==> config.mk <==
export PLATFORM = sky130hd
export DESIGN_NAME = hamming_secded_codec
export DESIGN_NICKNAME = d
export VERILOG_FILES = /design/src/rtl/hamming_secded_codec.sv
export SDC_FILE = /design/constraint.sdc
export NUM_CORES = 1
export LEC_CHECK = 0
export ABC_AREA = 1
export BUFFER_PORTS_ARGS = -buffer_cell sky130_fd_sc_hd__buf_4
export CAP_MARGIN = 10
export CORE_ASPECT_RATIO = 1.25
export CORE_UTILIZATION = 30
export DETAILED_ROUTE_END_ITERATION = 8
export GPL_ROUTABILITY_DRIVEN = 0
export PLACE_DENSITY_LB_ADDON = 0.15
export SYNTH_ARGS = -nofsm -noshare
export SYNTH_HDL_FRONTEND = slang
export SYNTH_SLANG_ARGS = --single-unit
==> constraint.sdc <==
create_clock -name clk -period 2.7 [get_ports clk]
set_clock_uncertainty 0.1 [all_clocks]
set_input_delay 0.405 -clock clk [delete_from_list [all_inputs] [get_ports clk]]
set_output_delay 0.405 -clock clk [all_outputs]
set_load 0.005 [all_outputs]
==> src/rtl/hamming_secded_codec.sv <==
`default_nettype none
// ============================================================================
// Module   : hamming_secded_codec
// Purpose  : Pipelined Hamming SECDED encoder (1 stage) and decoder (2 stages)
//            with valid/ready handshakes and saturating error counters.
// Revision : 1.0 - initial release
// ============================================================================
module hamming_secded_codec #(
    parameter  int DATA_W = 8,
    parameter  int CNT_W  = 16,
    localparam int P_LO   = $clog2(DATA_W + 1),
    localparam int P      = ((1 << P_LO) >= DATA_W + P_LO + 1) ? P_LO : P_LO + 1,
    localparam int CODE_W = DATA_W + P + 1
) (
    input  logic              clk,
    input  logic              rst_n,
    input  logic              enc_in_valid,
    output logic              enc_in_ready,
    input  logic [DATA_W-1:0] enc_data,
    output logic              enc_out_valid,
    input  logic              enc_out_ready,
    output logic [CODE_W-1:0] enc_code,
    input  logic              dec_in_valid,
    output logic              dec_in_ready,
    input  logic [CODE_W-1:0] dec_code,
    output logic              dec_out_valid,
    input  logic              dec_out_ready,
    output logic [DATA_W-1:0] dec_data,
    output logic [P-1:0]      dec_syndrome,
    output logic              dec_sec,
    output logic              dec_ded,
    input  logic              cnt_clr,
    output logic [CNT_W-1:0]  sec_count,
    output logic [CNT_W-1:0]  ded_count
);

    localparam int              HAM_N   = DATA_W + P;
    localparam logic [P-1:0]    MAX_POS = HAM_N[P-1:0];
    localparam logic [CNT_W-1:0] CNT_MAX = {CNT_W{1'b1}};

    // Hamming positions 1..HAM_N live at code[pos-1]; powers of two hold parity.
    function automatic logic [CODE_W-1:0] encode(input logic [DATA_W-1:0] data);
        logic [CODE_W-1:0] code;
        int                di;
        code = '0;
        di   = 0;
        for (int pos = 1; pos <= HAM_N; pos++) begin
            if ((pos & (pos - 1)) != 0) begin
                code[pos-1] = data[di];
                di++;
            end
        end
        for (int k = 0; k < P; k++) begin
            for (int pos = 1; pos <= HAM_N; pos++) begin
                if (pos[k] && ((pos & (pos - 1)) != 0)) begin
                    code[(1 << k) - 1] ^= code[pos-1];
                end
            end
        end
        code[CODE_W-1] = ^code[CODE_W-2:0];
        return code;
    endfunction

    function automatic logic [DATA_W-1:0] extract(input logic [CODE_W-1:0] code);
        logic [DATA_W-1:0] data;
        int                di;
        data = '0;
        di   = 0;
        for (int pos = 1; pos <= HAM_N; pos++) begin
            if ((pos & (pos - 1)) != 0) begin
                data[di] = code[pos-1];
                di++;
            end
        end
        return data;
    endfunction

    // Covering the parity position too yields recomputed XOR received parity.
    function automatic logic [P-1:0] syndrome(input logic [CODE_W-1:0] code);
        logic [P-1:0] s;
        s = '0;
        for (int k = 0; k < P; k++) begin
            for (int pos = 1; pos <= HAM_N; pos++) begin
                if (pos[k]) begin
                    s[k] ^= code[pos-1];
                end
            end
        end
        return s;
    endfunction

    // ---------------------------------------------------------------- encode
    logic              r_enc_valid;
    logic [CODE_W-1:0] r_enc_code;

    assign enc_in_ready  = !rst_n || !r_enc_valid || enc_out_ready;
    assign enc_out_valid = r_enc_valid;
    assign enc_code      = r_enc_code;

    always_ff @(posedge clk) begin
        if (!rst_n) begin
            r_enc_valid <= 1'b0;
            r_enc_code  <= '0;
        end else if (enc_in_ready) begin
            r_enc_valid <= enc_in_valid;
            if (enc_in_valid) begin
                r_enc_code <= encode(enc_data);
            end
        end
    end

    // ---------------------------------------------------------------- decode
    logic              r_s1_valid;
    logic [CODE_W-1:0] r_s1_code;
    logic [P-1:0]      r_s1_syn;
    logic              r_s1_ovr;
    logic              r_dec_valid;
    logic [DATA_W-1:0] r_dec_data;
    logic [P-1:0]      r_dec_syn;
    logic              r_dec_sec;
    logic              r_dec_ded;
    logic              w_s2_accept;

    assign w_s2_accept   = !r_dec_valid || dec_out_ready;
    assign dec_in_ready  = !rst_n || !r_s1_valid || w_s2_accept;
    assign dec_out_valid = r_dec_valid;
    assign dec_data      = r_dec_data;
    assign dec_syndrome  = r_dec_syn;
    assign dec_sec       = r_dec_sec;
    assign dec_ded       = r_dec_ded;

    always_ff @(posedge clk) begin
        if (!rst_n) begin
            r_s1_valid <= 1'b0;
            r_s1_code  <= '0;
            r_s1_syn   <= '0;
            r_s1_ovr   <= 1'b0;
        end else if (dec_in_ready) begin
            r_s1_valid <= dec_in_valid;
            if (dec_in_valid) begin
                r_s1_code <= dec_code;
                r_s1_syn  <= syndrome(dec_code);
                r_s1_ovr  <= ^dec_code;
            end
        end
    end

    logic              w_bad_pos;
    logic              w_sec;
    logic              w_ded;
    logic [CODE_W-1:0] w_fixed;

    // A syndrome beyond the last position cannot be a single error.
    always_comb begin
        w_bad_pos = (r_s1_syn > MAX_POS);
        w_sec     = r_s1_ovr && !w_bad_pos;
        w_ded     = (!r_s1_ovr && (r_s1_syn != '0)) || (r_s1_ovr && w_bad_pos);
        w_fixed   = r_s1_code;
        if (w_sec) begin
            for (int pos = 1; pos <= HAM_N; pos++) begin
                if (r_s1_syn == pos[P-1:0]) begin
                    w_fixed[pos-1] = ~r_s1_code[pos-1];
                end
            end
        end
    end

    always_ff @(posedge clk) begin
        if (!rst_n) begin
            r_dec_valid <= 1'b0;
            r_dec_data  <= '0;
            r_dec_syn   <= '0;
            r_dec_sec   <= 1'b0;
            r_dec_ded   <= 1'b0;
        end else if (w_s2_accept) begin
            r_dec_valid <= r_s1_valid;
            if (r_s1_valid) begin
                r_dec_data <= extract(w_fixed);
                r_dec_syn  <= r_s1_syn;
                r_dec_sec  <= w_sec;
                r_dec_ded  <= w_ded;
            end
        end
    end

    // -------------------------------------------------------------- counters
    logic r_sec_cnt_unused;
    logic [CNT_W-1:0] r_sec_count;
    logic [CNT_W-1:0] r_ded_count;
    logic             w_dec_xfer;

    assign w_dec_xfer       = r_dec_valid && dec_out_ready;
    assign sec_count        = r_sec_count;
    assign ded_count        = r_ded_count;
    assign r_sec_cnt_unused = 1'b0;

    always_ff @(posedge clk) begin
        if (!rst_n || cnt_clr) begin
            r_sec_count <= '0;
            r_ded_count <= '0;
        end else if (w_dec_xfer) begin
            if (r_dec_sec && (r_sec_count != CNT_MAX)) begin
                r_sec_count <= r_sec_count + 1'b1;
            end
            if (r_dec_ded && (r_ded_count != CNT_MAX)) begin
                r_ded_count <= r_ded_count + 1'b1;
            end
        end
    end

endmodule
`default_nettype wire

==> results of run 1 <==
==> placed cells by master (no fill, tap or decap), drive strengths merged <==
master | Yosys | layout
ha | 2 | 2
a211oi | 1 | 1
nand3b | 1 | 1
nand3 | 31 | 31
nand4 | 4 | 4
dfxtp | 75 | 75
a21oi | 55 | 55
nand2 | 203 | 203
buf | 9 | 95
o211ai | 1 | 1
o221ai | 5 | 5
nor2 | 88 | 88
or2 | 1 | 1
clkinvlp | 0 | 1
o21ai | 41 | 41
xor2 | 23 | 23
clkinv | 0 | 2
inv | 71 | 71
and2 | 2 | 2
clkbuf | 9 | 12
nor3 | 7 | 7
xnor2 | 21 | 21
bufinv | 0 | 1
==> critical path, stage by stage (launching register included) <==
cell,delay [ns]
dfxtp_1,0.45
ha_1,0.28
nand2_1,0.11
nor2_1,0.12
nand3_1,0.15
o21ai_4,0.46
nand2_1,0.12
a21oi_2,0.16
==> worst paths after layout <==
path,depth (start not counted),from,endpoint,slack [ns]
min,3,enc_data[2],enc_code[5],0.22
min reg2reg,2,r_s1_code[5],r_s1_code[5],0.37
max,7,sec_count[0],sec_count[3],0.67
max reg2reg,7,sec_count[0],sec_count[3],0.67
==> layer usage <==
metal | up-vias | GRT usage [%]
met5 | - | 0
met4 | 0 | 6.53
met3 | 12 | 3.23
met2 | 105 | 27.0
met1 | 1911 | 18.8
li1 | 2228 | -
==> cell families (layout without fill, tap and decap cells) <==
family,after synthesis,in the layout,synth area share [%]
AND/OR/NAND/NOR,337,337,32.6
AO/OA/AOI/OAI,103,103,13.9
buffers and inverters,89,182,8.39
flip-flops,75,75,35.5
XOR/XNOR,44,44,9.10
adder cells (fa/ha/maj),2,2,0.591
==> area by class of cell <==
| type | instances | area share, % |
|---|---|---|
| well taps | 175 | 4.06 |
| clock buffers | 12 | 4.94 |
| inverters | 71 | 4.94 |
| multi-input cells | 486 | 44.1 |
| flip-flops and latches | 75 | 27.8 |
| clock inverters | 4 | 0.882 |
| repair buffers | 95 | 13.2 |
==> state kept, by name, summed over array words and instances, names as in the netlist <==
signal,count
sec_count,16
dec_syndrome,4
ded_count,16
dec_out_valid,1
r_s1_valid,1
dec_ded,1
enc_out_valid,1
r_s1_code,8
dec_data,8
enc_code,13
r_s1_ovr,1
r_s1_syn,4
dec_sec,1
==> Yosys cell counts <==
cell	number	area (um^2)
a21oi_1	45	225
nand3_2	1	10.0
buf_6	2	22.5
nor2_1	85	319
inv_2	3	11.3
o21ai_1	3	15.0
buf_1	2	7.51
ha_1	2	25.0
o221ai_1	5	43.8
o21ai_4	1	16.3
o211ai_1	1	7.51
buf_2	5	25.0
nor3_1	5	25.0
nor2_2	3	18.8
clkbuf_1	9	33.8
nor3_4	1	16.3
a211oi_1	1	7.51
nand4_1	4	25.0
o21ai_0	37	185
and2_1	2	12.5
nand3b_2	1	11.3
xor2_1	23	201
inv_1	68	255
xnor2_1	21	184
nand2_1	198	743
dfxtp_1	75	1500
nand2_2	5	31.3
or2_2	1	6.26
a21oi_2	10	87.6
nor3_2	1	10.0
nand3_1	30	150
==> power by group through the flow <==
stage	combinational, W	clock (W)	sequential, W
after floorplan	0.000215	0	0.00121
after global placement	0.000363	0	0.00122
after detailed placement	0.000366	0	0.00122
after CTS	0.000367	0.00129	0.00119
after global routing	0.000414	0.00133	0.00120
final	0.000361	0.00125	0.00119
==> through the flow <==
step	cells	setup WS, ns	area [um^2]
3_3_place_gp	902	0.683	5080
2_1_floorplan	650	1.01	4230
5_1_grt	918	0.465	5390
3_5_place_dp	902	0.670	5080
4_1_cts	918	0.652	5390
6_report	918	0.670	5390
==> metrics.md, run 1 <==
| Metric | Value |
|---|---|
| Final-report setup violation count | 0 |
| Vias | between 4000 and 5000 |
| Cts bufs inserted | 9 |
| Die Wd | around 110 um |
| Highest routed layer | met4 |
| Syn Inst Count | 650 |
| P_leak | about 2.4 nW |
| Clk pwr share | 44.6% |
| Antenna violations before repair | 0 |
| CTS max path bufs | 2 |
| Die area | roughly 15000 um^2 |
| Fin util | 39.0% |
| Grt total ovfl | 0 |
| Wl on met1 | ~4800 um |
| Fin crit share | between 70% and 80% |
| Register area | around 1500 um^2 |
| Post-CTS setup buffers | 0 |
| Die height | ~130 um |
| Starting Density | between 30% and 40% |
| Tightest Pin Transition | approximately 1.1 ns |
| Synth Area per Inst | ~6.5 um^2 |
| Vias per inst | approximately 4.6 |
| Crit path kind | reg -> reg |
| Metal2 WL | 5290 um |
| Inserted Diodes | 0 |
| CP Launch Type | flip-flop |
| Final hold slack | ~0.22 ns |
| Root Driver | clkbuf_16 |
| Slew Viols, Final | 0 |
| Post-synth cell types | 31 |
| Part of the power in registers | between 40% and 50% |
| Int Pwr | roughly 0.0021 W |
| YS warnings | 0 |
| Post_cts resized | 0 |
| Worst VDD drop | 0.295 mV |
| Antenna viol nets, final | 0 |
| # fillers | around 1500 |
| Row cnt | between 40 and 50 |
| Ratio of cells with drive above 1 in the final layout | 18.6% |
| Seq/Total Area, Yosys | roughly 35% |
| Net Switching | around 0.0007 W |
| Outcome | finished clean |
| Layout area overhead | 27.3% |
| RSZ-0062 raised after global routing | false |
| CTS sink count | 75 |
| Pwr Total | ~0.0028 W |
| Critical path required time | 2.86 ns |
| # IOs | 91 |
| Total global-route track usage | 15.7% |
| HP Class | in -> reg |
| DRC viols | 0 |
| Power density cells | 520 nW/um^2 |
| Min Tclk post-route | a little over 2 ns |
| Largest net degree at the start of global routing | 30 |
| Worst-path maximum fanout | 16 |
| Post-DP HPWL | 8180 um |
| Post-Route WL | roughly 11000 um |
| Final Hold Vio Count | 0 |
| Multi-input gate area | roughly 2400 um^2 |
| Setup TNS | 0 ns |
| H-tree levels | 3 |
| Switching fraction of total power | roughly 25% |
| Clk pin slew, worst setup/hold paths | 0.06 ns |
| Fmax | a little under 500 MHz |
| Hold-fix buffers, CTS | 0 |
| Yosys reg bits | 75 |
| Worst Setup End Kind | flip-flop |
| IO Port Bufs | 90 |
| CTS tree | yes |
| Netlist Area Pre-Place | around 4200 um^2 |
| Clk_lat worst skew | about 0.34 ns |
| First-pass GRT wire length | ~18000 um |
| WL/cell | about 12 um |
| 1st-iter DRT viols | 140 |
| Comb pwr share | between 10% and 20% |
| Nets | around 770 |
| Met3 WL post-DR | 603 um |
| DR pass1 iterations | 4 |
| CP Data Arrival Time | around 2.2 ns |
| Post-Syn Nets | 680 |
| Number of max-cap violations | 0 |
| Worst slew margin | ~25% |
| Vias in the first global route | 3935 |
| CORE AREA | around 14000 um^2 |
Power figures use the tool's default switching activity.
==> run 2: changes to the inputs <==
Clock period 2.7 ns to 2 ns, I/O delays scaled along.
==> metrics.md, run 2 (synthesized netlist as in run 1, its figures left out) <==
| Metric | Value |
|---|---|
| Worst VDD drop | 0.428 mV (+45%) |
| Commonest cells after routing, fill and taps aside | nand2_1, buf_4, nor2_1, dfxtp_1, inv_1 |
| Clk_lat worst skew | 0.34 ns (about the same) |
| Worst setup margin | 0.217 ns (-0.454 ns) |
| Layout area overhead | 31.1% |
| Antenna violations before repair | 0 (unchanged) |
| Vias | 4312 (+1.3%) |
| Cts bufs inserted | 9 (unchanged) |
| # IOs | 91 (unchanged) |
| Die area | 14600 um^2 (unchanged) |
| Ratio of cells with drive above 1 in the final layout | 20.5% (+1.9 points) |
| Inserted Diodes | 0 (unchanged) |
| Fin util | 40.2% (+1.2 points) |
| Register area | 1500 um^2 (unchanged) |
| Worst-path maximum fanout | 4 (-12) |
| H-tree levels | 3 (unchanged) |
| Min Tclk post-route | 1.78 ns |
| Final Hold Vio Count | 0 (unchanged) |
| Die Wd | 108 um (unchanged) |
| Vias in the first global route | 3952 (+0.43%) |
| First-pass GRT wire length | 18700 um (+3.0%) |
| RSZ-0062 raised after global routing | false |
| Slew Viols, Final | 0 (unchanged) |
| Row cnt | 48 (unchanged) |
| IO Port Bufs | 90 (unchanged) |
| 1st-iter DRT viols | 205 (+46%) |
| Worst slew margin | 60.7% (+36 points) |
| WL/cell | 11.9 um (+0.76%) |
| Number of max-cap violations | 0 (unchanged) |
| Antenna viol nets, final | 0 (unchanged) |
| Post-Route WL | 11200 um (+2.8%) |
| DRC viols | 0 (unchanged) |
| CORE AREA | 13800 um^2 (unchanged) |
| CTS max path bufs | 2 (unchanged) |
| Power density cells | 676 nW/um^2 (+30%) |
| Hold-fix buffers, CTS | 0 (unchanged) |
| CP Launch Type | flip-flop |
| Nets | 787 (+2.5%) |
| # fillers | 1538 (+4.0%) |
| Place WS | -0.00850 ns (-0.679 ns) |
| Vias per inst | 4.60 (-0.74%) |
| Pwr Total | 0.00375 W (+34%) |
| Post-placement cell area | 5230 um^2 (+2.9%) |
| Critical path required time | 1.60 ns (-1.26 ns) |
| Root Driver | clkbuf_16 |
| Starting Density | 30.7% (unchanged) |
| Final non-filler cell area | 5550 um^2 (+3.0%) |
| HP Class | in -> reg |
| P_leak | 2.53 nW (+4.4%) |
| Total global-route track usage | 16.2% (+0.51 points) |
| Worst Setup End Kind | primary output |
| Grt total ovfl | 0 (unchanged) |
| Fmax | 561 MHz |
| Fin crit share | approximately 89% |
| Outcome | finished clean |
| Largest net degree at the start of global routing | 23 (-23%) |
| CTS sink count | 75 (unchanged) |
| CP Data Arrival Time | 1.38 ns (-0.81 ns) |
| Final-report setup violation count | 0 (unchanged) |
| CTS tree | yes |
| Crit path kind | reg -> out |
| Post-DP HPWL | 8520 um (+4.1%) |
| Clk pin slew, worst setup/hold paths | 0.06 ns (about the same) |
| Tightest Pin Transition | 0.588 ns (-0.538 ns) |
| Multi-input gate area | 2390 um^2 (+0.47%) |
| DR pass1 iterations | 4 (unchanged) |
| Commonest non-fill, non-tap cell in the layout | nand2_1 |
| Die height | 135 um (unchanged) |
[run 2: changes by cell type in the layout (fill, tap and decap cells not counted), sizes merged]
cell    before  now
buf         95  114
clkbuf      12   11
clkinv       2    3
[run 2: metal layers]
metal / global-route usage (%) / vias up / wire (um)
met4: 6.98 / 0 / 153
met5: 0 / - / 0
met2: 26.7 / 85 / 5330
met1: 20.1 / 1952 / 5210
met3: 3.67 / 12 / 483
li1: - / 2263 / -
[run 2: path summary, 6_finish.rpt]
path	slack [ns]	start	cells past startpoint	endpoint
worst max-delay path	0.22	dec_out_valid	4	dec_in_ready
worst min-delay path	0.1	enc_data[2]	3	enc_code[5]
worst max register to register	0.24	sec_count[6]	7	sec_count[12]
worst min register to register	0.37	r_s1_code[4]	2	r_s1_code[4]
[run 2: final cells by class]
type	count	area share [%]
Clock buffer	11	4.37
Inverter	71	4.80
Sequential cell	75	27.0
Clock inverter	5	0.947
Multi-Input combinational cell	486	43.0
Tap cell	175	3.94
Timing Repair Buffer	114	15.9
[run 2: per-stage QoR]
stage	setup TNS, ns	hold slack [ns]	std cells
after floorplan	0	0.335	650
after global placement	0	0.360	920
after detailed placement	-0.00952	0.364	920
after CTS	0	0.0940	936
after global routing	0	0.128	937
final	0	0.0986	937
[run 2: power breakdown]
group	leakage, nW	total [W]	switching (W)	internal [W]
Clock	0.145	0.00164	0.000645	0.000994
Combinational	1.77	0.000503	0.000280	0.000224
Sequential	0.614	0.00161	0.0000448	0.00156
Total	2.53	0.00375	0.000969	0.00278
[run 2: worst max-delay path, cell delays in order (launching register included)]
cell,delay (ns)
dfxtp_1,0.39
inv_1,0.05
nor2_1,0.18
nand3_1,0.21
buf_4,0.20
[run 2: what timing repair did]
item	CTS	global route
pin swaps	0	1
hold endpoints to repair	0	0
gates resized for setup	1	1
endpoints found under the setup margin	2	15
setup buffers	0	1
